<file path="src/rtl/rv_pipe_pkg.sv">
// rv_pipe_pkg: shared constants and the queue entry type for the pipelined core front end
package rv_pipe_pkg;
    localparam int RV_XLEN = 32;
    localparam logic [31:0] RV_NOP = 32'h0000_0013;
    typedef struct packed {
        logic [RV_XLEN-1:0] pc;
        logic [31:0]        instr;
    } fq_entry_t;
endpackage

</file>
<file path="src/rtl/fq_ring.sv">
// fq_ring: power-of-two ring buffer with push/pop/clear and a combinational head read
module fq_ring
    import rv_pipe_pkg::*;
#(
    parameter int  DEPTH = 4,
    parameter type T     = fq_entry_t
) (
    input  logic                       clk,
    input  logic                       rst,
    input  logic                       clear,
    input  logic                       push,
    input  T                           push_data,
    input  logic                       pop,
    output T                           head_data,
    output logic [$clog2(DEPTH+1)-1:0] count
);
    localparam int AW = $clog2(DEPTH);
    localparam int CW = $clog2(DEPTH+1);
    T mem [DEPTH];
    logic [AW-1:0] head, tail;
    always_ff @(posedge clk)
        if (push && !clear && !rst)
            mem[tail] <= push_data;
    // Pointers wrap for free because DEPTH is a power of two.
    always_ff @(posedge clk) begin
        if (rst || clear) begin
            head  <= '0;
            tail  <= '0;
            count <= '0;
        end else begin
            if (push)
                tail <= tail + AW'(1);
            if (pop)
                head <= head + AW'(1);
            count <= count + CW'(push) - CW'(pop);
        end
    end
    assign head_data = mem[head];
endmodule

</file>
<file path="src/rtl/fetch_queue.sv">
// fetch_queue: credit-based prefetch queue between a 1-cycle instruction memory and ID
module fetch_queue
    import rv_pipe_pkg::*;
#(
    parameter int               XLEN     = RV_XLEN,
    parameter int               DEPTH    = 4,
    parameter logic [XLEN-1:0]  RESET_PC = '0
) (
    input  logic                       clk,
    input  logic                       rst,
    output logic                       instr_read,
    output logic [XLEN-1:0]            instr_addr,
    input  logic [31:0]                instr_out,
    input  logic                       redirect,
    input  logic [XLEN-1:0]            redirect_pc,
    input  logic                       id_ready,
    output logic                       id_valid,
    output logic [XLEN-1:0]            id_pc,
    output logic [31:0]                id_instr,
    output logic [$clog2(DEPTH+1)-1:0] count
);
    localparam int CW = $clog2(DEPTH+1);
    typedef struct packed {
        logic [XLEN-1:0] pc;
        logic [31:0]     instr;
    } entry_t;
    logic [XLEN-1:0] fetch_pc, inflight_pc, target_pc;
    logic            inflight, pop, push;
    logic [CW:0]     need;
    entry_t          head;
    assign target_pc  = redirect_pc & ~XLEN'(3);
    assign id_valid   = ~rst & ~redirect & (count != '0);
    assign id_pc      = id_valid ? head.pc : '0;
    assign id_instr   = id_valid ? head.instr : RV_NOP;
    assign pop        = id_valid & id_ready;
    assign push       = inflight & ~redirect & ~rst;
    // The inflight word already owns a slot, so it counts against space before it lands.
    assign need       = {1'b0, count} + (CW+1)'(inflight) - (CW+1)'(pop);
    assign instr_read = ~rst & ~redirect & (need < (CW+1)'(DEPTH));
    assign instr_addr = fetch_pc;
    always_ff @(posedge clk) begin
        if (rst) begin
            fetch_pc    <= RESET_PC;
            inflight    <= 1'b0;
            inflight_pc <= '0;
        end else if (redirect) begin
            fetch_pc <= target_pc;
            inflight <= 1'b0;
        end else begin
            inflight <= instr_read;
            if (instr_read) begin
                fetch_pc    <= fetch_pc + XLEN'(4);
                inflight_pc <= fetch_pc;
            end
        end
    end
    fq_ring #(.DEPTH(DEPTH), .T(entry_t)) u_ring (
        .clk       (clk),
        .rst       (rst),
        .clear     (redirect),
        .push      (push),
        .push_data ('{pc: inflight_pc, instr: instr_out}),
        .pop       (pop),
        .head_data (head),
        .count     (count)
    );
endmodule

</file>
<file path="config.mk">
export PLATFORM = sky130hd
export DESIGN_NAME = fetch_queue
export DESIGN_NICKNAME = d
export VERILOG_FILES = /design/src/rtl/rv_pipe_pkg.sv /design/src/rtl/fq_ring.sv /design/src/rtl/fetch_queue.sv
export SDC_FILE = /design/constraint.sdc
export NUM_CORES = 1
export LEC_CHECK = 0
export CAP_MARGIN = 30
export CORE_AREA = 4 4 158 160
export DETAILED_ROUTE_END_ITERATION = 10
export DIE_AREA = 0 0 162 164
export GPL_TIMING_DRIVEN = 0
export PLACE_DENSITY_LB_ADDON = 0.25
export SLEW_MARGIN = 30
export SYNTH_ARGS = -nofsm -noshare
export SYNTH_HDL_FRONTEND = slang
export SYNTH_SLANG_ARGS = --single-unit
export TNS_END_PERCENT = 30
</file>
<file path="constraint.sdc">
create_clock -name clk -period 6.7 [get_ports clk]
set_input_delay 1.34 -clock clk [delete_from_list [all_inputs] [get_ports clk]]
set_output_delay 1.34 -clock clk [all_outputs]
set_load 0.05 [all_outputs]
</file>
Yosys cells after proc, flatten, opt, wreduce, memory -nomap -nowiden
Memory sizes are Yosys's and may differ from the RTL's. A register that Yosys moved wholly into a read port is not among the register bits.
Index checks and enable logic that the tools add are counted.
- flip-flop bits (word level): 72
- RAM bits: 256
- bits of input ports: 68
- output and inout port bits: 101
- word-level logic and storage cells: 41
- memories kept: 1
- memory list (memory ; words ; bits a word ; read ports ; clocked after Yosys merged registers in ; write ports ; line ; RTL):
    u_ring.mem ; 4 ; 64 ; 1 ; 1 ; 1 ; fq_ring.sv:19 ; T mem [DEPTH];
- add/sub/neg operators: 7
- order comparisons: 1
- muxes and demuxes: 8
- bitwise operators: 8
- reduce and logical (&&, ||, !) cells: 9
- operators by type and width (cell ; count):
    32-bit 2-to-1 mux ; 4
    32-bit by 3-bit adder with 32-bit output (second input constant) ; 1
    1-bit AND ; 6
    2-bit by 1-bit adder with 2-bit output (second input constant) ; 2
    3-bit by 1-bit adder with 4-bit output ; 1
    4-bit by 3-bit < comparator with 1-bit output (second input constant) ; 1
    2-bit 2-to-1 mux ; 2
    4-bit by 1-bit subtractor with 4-bit output ; 1
    3-bit by 1-bit adder with 3-bit output ; 1
    3-bit nonzero test ; 1
    3-bit by 1-bit subtractor with 3-bit output ; 1
    1-bit logical AND ; 2
    1-bit logical NOT ; 2
    1-bit 2-to-1 mux ; 2
    1-bit NOT ; 2
    2-bit AND reduction ; 1
    2-bit nonzero test ; 1
    2-bit OR reduction ; 1
    1-bit logical OR ; 1

Logic depth before layout (Yosys ltp)
- word-level depth: 9
- mapped depth: 17

Cells and area by module
Synthesis repeated with hierarchy kept, for this count alone.
- cell total of the unflattened synthesis: 791
- area, all modules: 13316.5 um^2
- modules (own cells, without submodules) (module ; instances ; cells each ; area each (um^2)):
    fq_ring ; 1 ; 377 ; 9751.9
    fetch_queue ; 1 ; 414 ; 3564.7

Least setup slack after synthesis
Ideal clock, no wire load.
- kind: input to output
- start point: in rst
- end point: out instr_read
- data arrival time: 4.331 ns
- required time: 5.360 ns
- setup slack: 1.029 ns
- stages: 15
- cell sequence: clkbuf_1 > or2_2 > clkbuf_1 > a31oi_1 > clkbuf_1 > and2_1 > ha_1 > inv_1 > ha_1 > and3b_1 > or4_4 > and2_4 > buf_6 > clkinv_1 > buf_2
- word-level cells in the longest chain between the ends: 7
- RTL lines (element ; line ; RTL):
    start, declared ; fetch_queue.sv:10 ; input logic rst,
    1-bit NOT ; fetch_queue.sv:32 ; assign id_valid = ~rst & ~redirect & (count != '0);
    1-bit AND (2 in a row) ; fetch_queue.sv:32 ;
    1-bit AND ; fetch_queue.sv:35 ; assign pop = id_valid & id_ready;
    net pop ; fetch_queue.sv:28 ; logic inflight, pop, push;
    4-bit by 1-bit subtractor with 4-bit output ; fetch_queue.sv:38 ; assign need = {1'b0, count} + (CW+1)'(inflight) - (CW+1)'(pop);
    4-bit by 3-bit < comparator with 1-bit output ; fetch_queue.sv:39 ; assign instr_read = ~rst & ~redirect & (need < (CW+1)'(DEPTH));
    1-bit AND ; fetch_queue.sv:39 ;
    end, declared ; fetch_queue.sv:11 ; output logic instr_read,
The timed path passes the listed nets, and every way through them passes these cells.

Worst setup path in the final report
Same ends and word-level chain as after synthesis.

==> flow_metrics.tcl <==
set metrics [dict create \
    finalClockSkew_ps 23.20 \
    path_class "input port to output port" \
    post-route-period-util_pct 96.14 \
    synth_compound_area_share_pct 5.989 \
    rows 56 \
    crit_path_max_incr_delay_ps 440 \
    path_cells "clkbuf_1, or2_2, clkbuf_1, a31oi_1, clkbuf_2, and2_1, ha_1, inv_1, ha_1, and3b_1, or4_4, and2_4, buf_6, clkinv_1, buf_2, clkbuf_2" \
    worstPathRequired_ps 5360 \
    synth_xor_area_share_pct 1.847 \
    post-route-min-period_ps 6441 \
    synth_top_family_by_area "multiplexers" \
    vias 7512 \
    syn_area_per_cell_sq_um 15.87 \
    clk_latency_ps 510 \
    synth_cell_types 51 \
    routabilityCongestion 0.9064 \
    cts_tree "built" \
    overflow 0 \
    cts_sinks 318 \
    power.density_nw_per_um2 260.2 \
    hold_violations 0 \
    antenna_left 0 \
    rsz0062_at_grt "no" \
    synth_ff_type "edfxtp_1" \
    tns_ps 0 \
    diodes 0 \
    slew_violations 0 \
    wl_per_cell_um 20.15 \
    ys_top_cells_by_count "edfxtp_1, nand2_1, dfxtp_1" \
    seq_area_frac_synth_pct 69.10 \
    area.growth.synth_to_final_pct 24.99 \
    core_area_sq_um 23400 \
    grt_max_degree 41 \
    yosys.area_share.simple_pct 8.530 \
    pre_cts_slack_ps -492.0 \
    cp-start-kind "input port" \
    htreeDepth 2 \
    fp.dieH_um 164 \
    cts.path.max_buffers 3 \
    slew-limit-headroom_pct 45.47 \
    setup_slack_ps 258.9 \
    antenna_found_initial 0 \
    synthMuxAreaShare_pct 10.98 \
    peakVddDrop_uv 169.4 \
    yosysTopAreaCellShare_pct 58.15 \
    synth-edff-count 248 \
    synth_area_leader_cell "edfxtp_1" \
    synth_area_leaders "edfxtp_1, dfxtp_1, mux4_2" \
    synth-async-reset-ratio_pct 0 \
    cp_top_family "buffers and inverters" \
    pin_count 169 \
    post_cts_buffers 0 \
    cts-root-buf "clkbuf_16" \
    drc_errors 0 \
    crit_fanout 10 \
    worstHoldPathType "flop to flop" \
    yosys.cell_count.top_type "edfxtp_1" \
    gr-usage-all-layers_pct 21.04 \
    grt_pass1_wl_um 43330 \
    crit_path_end_kind "output port" \
    max_cap_violations 0 \
    worstPathArrival_ps 5100 \
    max_clock_freq_mhz 155.3 \
    die_w_um 162 \
    numCtsBuffers 34 \
    p_leak_nw 5.193 \
    status "complete, no violations" \
    die-area_sq_um 26570 \
    io_buffers 160 \
    start_util_pct 54.72 \
    layout-drive-gt1-share_pct 15.06 \
    cpMaxStageDelayCell "or4_4" \
    initialDrtViolationCount 513 \
    synthesis.area_sq_um 12810 \
    synthCells 807 \
    synth-adder-area-share_pct 1.036 \
    dr.pass1.iters 5 \
    ys_warn_count 0 \
    grt_pass1_vias 7770 \
    path_buf_inv 8 \
    ys_ff_latch 318 \
    hpwlAfterDp_um 18410 \
    hold_buffers 0 \
    routed_wl_um 27310 \
    setup-violations-final 0 \
    fin_nets 1089 \
    vias_per_cell 5.544 \
    clk_pin_slew_ps 60 \
    worstMarginPinSlew_ps 817.9 \
]
report_power, final:
| group | internal (mW) | total [mW] | leakage (nW) | switching (mW) |
|---|---|---|---|---|
| Combinational | 0.0884 | 0.218 | 1.76 | 0.129 |
| Sequential | 2.15 | 2.18 | 2.91 | 0.0321 |
| Clock | 1.05 | 1.77 | 0.522 | 0.719 |
state kept, by name (all words and copies together) (netlist names), named ones only:
signal and count:
inflight_pc 30, u_ring.head 2, inflight 1, u_ring.count 3, instr_addr 30, u_ring.mem 248
u_ring.tail 2
cell families after synthesis:
group                      count (synthesis)
buffers and inverters                     71
xor gates and xnor gates                  27
AOI/OAI and AO/OA                        101
muxes                                     63
and+or+nand+nor                          216
adders and majority gates                 10
DFF                                      318
other                                      1
area by class of cell:
class	count	area, sq um
Fill cell	1636	7396
Sequential cell	318	8848
Tap cell	319	399.1
Clock buffer	50	1012
Clock inverter	11	60.06
Buffer	54	261.5
Inverter	17	63.81
Multi-Input combinational cell	421	3670
Timing Repair Buffer	165	1692
path summary, 6_finish.rpt:
| path | to | startpoint | slack, ps | depth (start not counted) |
|---|---|---|---|---|
| worst min-delay path | inflight_pc[4] | inflight_pc[4] | 500 | 2 |
| worst max-delay path | instr_read | rst | 260 | 16 |
| worst min register to register | inflight_pc[4] | inflight_pc[4] | 500 | 2 |
| worst max register to register | instr_addr[19] | u_ring.count[1] | 3030 | 14 |
per-stage QoR:
step / util [%] / cell area, sq um / std cells / power [mW] / hold WS, ps
2_1_floorplan: - / 12820 / 810 / 2.328 / 459.2
3_3_place_gp: 63.32 / 14820 / 1289 / 2.432 / 478.9
3_5_place_dp: 63.78 / 14930 / 1293 / 2.436 / 492.7
4_1_cts: 68.36 / 16000 / 1354 / 4.192 / 499.1
5_1_grt: 68.40 / 16010 / 1355 / 4.306 / 518.2
6_report: 68.40 / 16010 / 1355 / 4.164 / 497.4
worst register-to-register path: stages (launching register included):
cell	delay (ps)
dfxtp_1	430
inv_1	130
a31oi_1	270
clkbuf_2	350
and2_1	240
ha_1	160
inv_1	60
ha_1	260
and3b_1	220
o211ai_1	200
buf_2	330
buf_2	370
a211oi_2	130
xnor2_1	160
a211oi_1	260
repair_timing:
action,CTS,global route
endpoints found under the setup margin,1,1
hold endpoints to repair,0,0
resized for setup,2,2
placed cells by master, fill, tap and decap left out, drive strengths merged, types with 2 or more instances in the layout:
master / n
and2: 69
dfxtp: 70
o21ai: 5
nand2b: 3
conb: 4
nand4: 7
o311ai: 2
clkbuf: 87
nand2: 77
a21o: 2
nand3: 9
or4: 4
o21bai: 4
a311oi: 3
a31oi: 4
and4: 3
a2111oi: 10
buf: 23
edfxtp: 248
nor2: 29
a21oi: 40
clkinvlp: 2
xnor2: 25
clkinv: 10
a211oi: 25
xor2: 2
nor3: 3
inv: 16
and3: 7
ha: 9
clkdlybuf4s50: 159
or3: 2
mux4: 62
per-layer routing:
layer | share of wire [%] | GRT usage, %
met4 | 1.8 | 5.767
met1 | 42 | 28.95
met2 | 50 | 35.25
met3 | 6.2 | 3.639
met5 | 0 | 0
Power figures use the tool's default switching activity.
